===== src/rtl/axi_read_arbiter.sv =====
// axi_read_arbiter: shares one AXI-Lite read master port between N_REQ
// requesters with round-robin arbitration and a single outstanding read.
// The read response is steered back only to the requester holding the grant.
module axi_read_arbiter #(
  parameter int N_REQ      = 4,
  parameter int ADDR_SIZE  = 32,
  parameter int DATA_BYTES = 4
) (
  input  logic                       ACLK,
  input  logic                       ARESET,
  input  logic [N_REQ*ADDR_SIZE-1:0] req_ARADDR,
  input  logic [N_REQ-1:0]           req_ARVALID,
  output logic [N_REQ-1:0]           req_ARREADY,
  output logic [DATA_BYTES*8-1:0]    req_RDATA,
  output logic [1:0]                 req_RRESP,
  output logic [N_REQ-1:0]           req_RVALID,
  input  logic [N_REQ-1:0]           req_RREADY,
  output logic [ADDR_SIZE-1:0]       ARADDR,
  output logic                       ARVALID,
  input  logic                       ARREADY,
  input  logic [DATA_BYTES*8-1:0]    RDATA,
  input  logic [1:0]                 RRESP,
  input  logic                       RVALID,
  output logic                       RREADY
);

  localparam int IDX_W = $clog2(N_REQ);

  typedef enum logic [1:0] {
    IDLE = 2'd0,
    ADDR = 2'd1,
    DATA = 2'd2
  } state_t;

  state_t               state_q, state_d;
  logic [IDX_W-1:0]     grant_q, grant_d;
  logic [IDX_W-1:0]     last_q, last_d;
  logic [ADDR_SIZE-1:0] addr_q, addr_d;
  logic [IDX_W-1:0]     win_idx;
  logic                 win_valid;

  // Round-robin winner: first valid requester after the last completed grant.
  always_comb begin
    logic [IDX_W-1:0] cand;
    cand      = '0;
    win_valid = 1'b0;
    win_idx   = '0;
    for (int k = 1; k <= N_REQ; k++) begin
      cand = IDX_W'((int'(last_q) + k) % N_REQ);
      if (!win_valid && req_ARVALID[cand]) begin
        win_valid = 1'b1;
        win_idx   = cand;
      end
    end
  end

  // State, grant, last-grant and captured address registers.
  always_ff @(posedge ACLK) begin
    if (ARESET) begin
      state_q <= IDLE;
      grant_q <= '0;
      last_q  <= IDX_W'(N_REQ - 1);
      addr_q  <= '0;
    end else begin
      state_q <= state_d;
      grant_q <= grant_d;
      last_q  <= last_d;
      addr_q  <= addr_d;
    end
  end

  // Next-state logic; last-grant moves only when a read completes.
  always_comb begin
    state_d = state_q;
    grant_d = grant_q;
    last_d  = last_q;
    addr_d  = addr_q;
    case (state_q)
      IDLE: begin
        if (win_valid) begin
          grant_d = win_idx;
          addr_d  = req_ARADDR[int'(win_idx)*ADDR_SIZE +: ADDR_SIZE];
          state_d = ADDR;
        end
      end
      ADDR: begin
        if (ARREADY) begin
          state_d = DATA;
        end
      end
      DATA: begin
        if (RVALID && req_RREADY[grant_q]) begin
          last_d  = grant_q;
          state_d = IDLE;
        end
      end
      default: state_d = IDLE;
    endcase
  end

  // Shared master-side outputs; read data and response are pure pass-through.
  always_comb begin
    ARVALID   = (state_q == ADDR);
    ARADDR    = addr_q;
    RREADY    = (state_q == DATA) && req_RREADY[grant_q];
    req_RDATA = RDATA;
    req_RRESP = RRESP;
  end

  // Per-requester handshake outputs: only the winner / grant holder sees a 1.
  generate
    for (genvar gi = 0; gi < N_REQ; gi++) begin : g_req
      assign req_ARREADY[gi] = (state_q == IDLE) && win_valid && (win_idx == IDX_W'(gi));
      assign req_RVALID[gi]  = (state_q == DATA) && RVALID && (grant_q == IDX_W'(gi));
    end
  endgenerate

endmodule


===== config.mk =====
export PLATFORM = sky130hd
export DESIGN_NAME = axi_read_arbiter
export DESIGN_NICKNAME = d
export VERILOG_FILES = /design/src/rtl/axi_read_arbiter.sv
export SDC_FILE = /design/constraint.sdc
export NUM_CORES = 1
export LEC_CHECK = 0
export ABC_AREA = 1
export CAP_MARGIN = 40
export CORE_MARGIN = 5
export CORE_UTILIZATION = 35
export DETAILED_ROUTE_END_ITERATION = 16
export PLACE_DENSITY = 0.79
export SETUP_SLACK_MARGIN = 0.3
export SLEW_MARGIN = 0
export SYNTH_ARGS = -nofsm -noshare
export SYNTH_HDL_FRONTEND = slang
export SYNTH_SLANG_ARGS = --single-unit

===== constraint.sdc =====
create_clock -name ACLK -period 2.4 [get_ports ACLK]
set_clock_uncertainty 0.1 [all_clocks]
set_input_delay 0.36 -clock ACLK [delete_from_list [all_inputs] [get_ports ACLK]]
set_output_delay 0.36 -clock ACLK [all_outputs]
set_load 0.02 [all_outputs]

==> summary.txt, run 1 <==
Status - complete, no violations
Layout cells sized above 1 - 13.27%
Most common flop cell mapped by yosys - dfxtp_1
Hold-fix buffers at CTS - 0
Yosys warns - 0
Seq/Total Area, Yosys - 20.10%
Routed length per instance - 13.90 um
Placed inst area - 5465 um^2
PortBufs - 181
Final nets - 1017
Max IR drop VDD - 0.2693 mV
Setup TNS - 0 ps
Most common cell after layout, fill and taps aside - inv_1
Leak pwr - 3.320 nW
CTS tree - built
Worst slew pin tran - 331.9 ps
Area occupied by multi-input gates - 2088 um^2
Final setup fails - 0
Dpl ws - -411.8 ps
Site Rows - 38
RSZ-0062 raised after global routing - yes
GRT Total Usage - 18.55%
Max-Cap Viols - 0
Most frequent cells in the layout - inv_1 (170), nand3_1 (167), clkdlybuf4s50_1 (167)
Die span in x - 114.0 um
Crit path top cell by count - nand2_2
CP Buf/Inv Count - 2
Routed Antenna Nets - 0
Asr flop ratio synth - 0%
Final Cell Area - 6110 um^2
Seq pwr share - 26.8%
Worst endpoint required time - 1940 ps
P per Cell Area - 493.2 nW/um^2
Clock sinks - 38
Post-synth EDFFs - 0
Syn Std Cell Area - 3785 um^2
Placed cells - 960
Hold_ws - 464.7 ps
Depth of the CTS H-tree - 2
Register area - 764.5 um^2
Die ar. - 12990 um^2
Critical path class - flop to output port
Drt pass-1 iters - 4
Vias in the first global route - 4190
Crit path launch type - flop
Crit path time final - 2329 ps
Max incr delay on CP - 340 ps
Worst path slowest cell - dfxtp_2
Final Slew Violations - 0
Root buffer cell - clkbuf_8
Synth unique cells - 23
Area Growth Syn to Fin - 61.42%
CTS Buf Count - 5
Total vias in the final route - 4611
Initial Util - 35.38%
I/O pin cnt - 250
Post-DP HPWL - 8886 um
Critical Path Fanout Max - 6
DRT Wirelength - 13680 um
Worst-Skew Late Latency - 290 ps
Via/cell ratio - 4.686
CTS max path bufs - 2
Cell family with most CP delay - simple AND/OR/NAND/NOR gates
Gp weighted congestion - 0.9428
Period utilization - 97.06%
Clock Power Share - 15.1%
Comb power frac - 58.2%
First-pass GRT wire length - 19730 um
Arrival @ worst endpoint - 1870 ps
Sw Share - 39.22%
Layout fillers - 1009
Syn Area/Cell - 5.462 um^2
Slack of the critical path - 70.51 ps
Initial antenna violation count - 0
Internal power - 0.001832 W
CP endpoint kind - output port
Final hold vios - 0
Iter 0 DRT Violations - 324
Synth Register Bits - 38
Net Sw Power - 0.001182 W
DRC - 0
Hold WC Path Type - flop to flop
Crit-path cells - buf_4 -> nand2_1 -> nand2_2 -> nand2_2 -> nand2_4 -> nand2_2 -> nand2_2 -> nand2_2 -> nand3_4 -> nor3_2 -> buf_4
Non-filler cells, final - 984
Syn_nets - 867
Core region area - 10700 um^2
Worst-path clk slew - 80 ps
Pin count of the biggest net entering global routing - 66
Antenna fix cells - 0
Die Y-Extent - 114.0 um
Fmax - 0.4293 GHz
Worst relative slew slack - 77.87%
Synth Instances - 693
Congestion Overflow GR - 0
[stage by stage]
| stage | utilization [%] | power, W |
|---|---|---|
| 2_1_floorplan | - | 0.001756 |
| 3_3_place_gp | 51.09 | 0.002259 |
| 3_5_place_dp | 51.09 | 0.002276 |
| 4_1_cts | 54.00 | 0.002878 |
| 5_1_grt | 57.11 | 0.003232 |
| 6_report | 57.11 | 0.003014 |
[cell usage after synthesis (2+ instances only)]
cell	number	area (um^2)
inv_2	3	11.26
nor3_1	9	45.04
nor2_1	69	259.0
nor2_2	2	12.51
a21oi_1	5	25.02
inv_1	171	641.9
nand3_1	169	845.8
dfxtp_1	38	760.7
clkbuf_1	4	15.01
nand3_2	3	30.03
buf_6	10	112.6
nand2_1	132	495.5
o21ai_0	2	10.01
o211ai_1	2	15.01
buf_2	19	95.09
buf_4	40	300.3
nand2_2	9	56.30
[cell type report]
cell class	count	area share [%]
Clock inverter	1	0.08192
Timing Repair inverter	1	0.1843
Tap cell	140	2.867
Inverter	175	11.12
Sequential cell	38	12.51
Clock buffer	7	1.413
Multi-Input combinational cell	407	34.18
Timing Repair Buffer	215	37.64
[power by group through the flow]
stage | combinational [W] | sequential [W] | clock [W]
final | 0.00175 | 0.000807 | 0.000454
after global routing | 0.00191 | 0.000822 | 0.000500
after CTS | 0.00160 | 0.000800 | 0.000479
after detailed placement | 0.00146 | 0.000811 | 0
after global placement | 0.00145 | 0.000807 | 0
after floorplan | 0.000831 | 0.000925 | 0
[state kept, by name, summed over array words and instances, names as in the netlist]
signal	count
ARADDR	32
grant_q	2
last_q	2
state_q	2
[logic make-up (layout without fill, tap and decap cells)]
| family | after synthesis | in the layout | share of synthesized area, % |
|---|---|---|---|
| compound gates | 11 | 11 | 1.686 |
| buf+inv | 248 | 399 | 31.24 |
| flops | 38 | 38 | 20.10 |
| simple gates | 396 | 396 | 46.98 |
[worst min-delay path, cell delays in order, from the launching register on]
cell and delay [ps]:
dfxtp_1 370, nand2_1 90, o211ai_1 70
[final timing paths]
check,to,cells after the start,startpoint,slack (ps)
worst max register to register,ARADDR[29]$_SDFFE_PP0P_,16,last_q[0]$_SDFFE_PP1P_,200
worst max-delay path,req_ARREADY[1],11,last_q[0]$_SDFFE_PP1P_,70
worst min-delay path,last_q[0]$_SDFFE_PP1P_,2,grant_q[0]$_SDFFE_PP0P_,460
worst min register to register,last_q[0]$_SDFFE_PP1P_,2,grant_q[0]$_SDFFE_PP0P_,460
[per-layer routing]
layer / routed length, um / global-route usage [%] / part of all wire, % / vias up
li1: - / - / - / 2348
met1: 5452 / 21.62 / 40 / 2085
met2: 6949 / 33.53 / 51 / 152
met3: 1001 / 3.873 / 7.3 / 26
met4: 277 / 6.255 / 2.0 / 0
met5: 0 / 0 / 0 / -
[timing repair]
| item | CTS | global route |
|---|---|---|
| gates resized for setup | 72 | 55 |
| cloned | 3 | 5 |
| setup endpoints to repair | 42 | 41 |
| pin swaps | 20 | 17 |
| buffers inserted | 3 | 5 |
No activity file was read; power rests on OpenSTA's default activity.
==> run 2, diff against run 1 <==
Settings changed: REMOVE_ABC_BUFFERS from default to 1.
==> run 2 against run 1 <==
Against the previous run:
- setup slack gained 84 ps
- maximum frequency grew 3.8%
- sequential power shrank 1%
- largest power group unchanged
==> summary.txt, run 2 (synthesis results as in run 1) <==
Post-DP HPWL - 9755 um (+9.8%)
CTS tree - built
Crit path launch type - flop
Depth of the CTS H-tree - 2 (unchanged)
RSZ-0062 raised after global routing - yes
Worst slew pin tran - 320.6 ps (-11.30 ps)
Layout cells sized above 1 - 10.34% (-2.9 points)
Root buffer cell - clkbuf_8
Final setup fails - 0 (unchanged)
P per Cell Area - 497.2 nW/um^2 (+0.80%)
Status - complete, no violations
Area Growth Syn to Fin - 56.99%
Routed Antenna Nets - 0 (unchanged)
Drt pass-1 iters - 4 (unchanged)
Total vias in the final route - 4579 (-0.69%)
Die Y-Extent - 114.0 um (unchanged)
Hold path depth - 4 (+2)
CP endpoint kind - output port
Final Slew Violations - 0 (unchanged)
Routed length per instance - 14.18 um (+2.0%)
Max IR drop VDD - 0.2671 mV (-0.83%)
CTS max path bufs - 2 (unchanged)
Leak pwr - 3.254 nW (-2.0%)
Worst R2R Path Depth - 12 (-4)
Fin util - 55.54% (-1.6 points)
GRT Total Usage - 20.12% (+1.6 points)
Most common cell after layout, fill and taps aside - inv_1
Iter 0 DRT Violations - 304 (-6.2%)
Worst-Skew Late Latency - 290 ps (about the same)
R2r setup slk - 270 ps (+70 ps)
Clock sinks - 38 (unchanged)
I/O pin cnt - 250 (unchanged)
Final hold vios - 0 (unchanged)
Initial antenna violation count - 0 (unchanged)
Fmax - 0.4454 GHz (+3.8%)
Critical Path Fanout Max - 8 (+2)
Die span in x - 114.0 um (unchanged)
Die ar. - 12990 um^2 (unchanged)
Vias in the first global route - 4271 (+1.9%)
Initial Util - 35.38% (unchanged)
Worst-path clk slew - 70 ps (about the same)
Most frequent cells in the layout - inv_1 (170), clkdlybuf4s50_1 (168), nand3_1 (167)
Crit path time final - 2245 ps (-84.20 ps)
Antenna fix cells - 0 (unchanged)
Site Rows - 38 (unchanged)
Via/cell ratio - 4.668 (-0.39%)
Max-Cap Viols - 0 (unchanged)
Worst endpoint required time - 1940 ps (about the same)
Gp weighted congestion - 0.8482 (-10%)
Period utilization - 93.55% (-3.5 points)
Hold_ws - 465.0 ps (+0.2350 ps)
DRT Wirelength - 13910 um (+1.7%)
First-pass GRT wire length - 21060 um (+6.7%)
Congestion Overflow GR - 0 (unchanged)
Critical path class - flop to output port
Max reg flops - 32 (unchanged)
Pin count of the biggest net entering global routing - 42 (-36%)
Core region area - 10700 um^2 (unchanged)
Final nets - 1014 (-0.29%)
CTS Buf Count - 5 (unchanged)
PortBufs - 181 (unchanged)
Hold WC Path Type - flop to flop
Worst relative slew slack - 78.63% (+0.75 points)
Arrival @ worst endpoint - 1790 ps (-80 ps)
DRC - 0 (unchanged)
## run 2: cell type report
class | instances | area [um^2]
Tap cell | 140 | 175.2
Clock buffer | 7 | 76.32
Sequential cell | 38 | 768.2
Multi-Input combinational cell | 407 | 2008
Inverter | 175 | 669.4
Timing Repair Buffer | 213 | 2215
Fill cell | 1050 | 4756
Clock inverter | 1 | 30.03
## run 2: path summary, 6_finish.rpt
check,startpoint,end
setup / recovery,last_q[0]$_SDFFE_PP1P_,req_ARREADY[3]
hold reg to reg,ARADDR[18]$_SDFFE_PP0P_,ARADDR[18]$_SDFFE_PP0P_
setup reg to reg,last_q[0]$_SDFFE_PP1P_,ARADDR[19]$_SDFFE_PP0P_
hold / removal,ARADDR[18]$_SDFFE_PP0P_,ARADDR[18]$_SDFFE_PP0P_
## run 2: metal layers
| metal | track usage [%] | wire length, um | vias up | share of wire (%) |
|---|---|---|---|---|
| met5 | 4.706 | 53 | - | 0.38 |
| met4 | 4.592 | 127 | 2 | 0.91 |
| met3 | 8.753 | 1713 | 14 | 12 |
| met2 | 31.30 | 6174 | 214 | 44 |
| met1 | 25.38 | 5837 | 2009 | 42 |
| li1 | - | - | 2340 | - |
## run 2: worst max-delay path, cell delays in order (launching register included)
cell and delay (ps):
dfxtp_4 430, nand2_1 110, nand2_4 110, nand2_4 60, buf_4 140, nand4_1 150, nand2_1 120, a21oi_4 180
nor3_2 50, buf_4 150
## run 2: power by group
part	switching, W	internal, W	total (W)	leakage (nW)
clock	0.000225	0.000311	0.000536	0.0524
combinational	0.000839	0.000782	0.00162	2.89
sequential	0.0000605	0.000736	0.000797	0.316
total	0.00112	0.00183	0.00295	3.25
## run 2: timing repair
action                     4_1_cts  5_1_grt
gates cloned                     2        2
pin swaps                        7        7
setup buffers                    5        1
hold buffers                     0        0
resized for setup               60       33
setup endpoints to repair       42       43
## run 2: through the flow
| stage | area (um^2) | instances | TNS, ps | power (W) | setup WS (ps) |
|---|---|---|---|---|---|
| final | 5942 | 981 | 0 | 0.002954 | 154.7 |
| after global routing | 5942 | 981 | 0 | 0.003185 | 39.33 |
| after CTS | 5756 | 978 | 0 | 0.002906 | 139.1 |
| after detailed placement | 5472 | 963 | -7930 | 0.002269 | -465.3 |
| after global placement | 5472 | 963 | -6929 | 0.002255 | -413.0 |
| after floorplan | 3262 | 620 | -28600 | 0.001566 | -1276 |
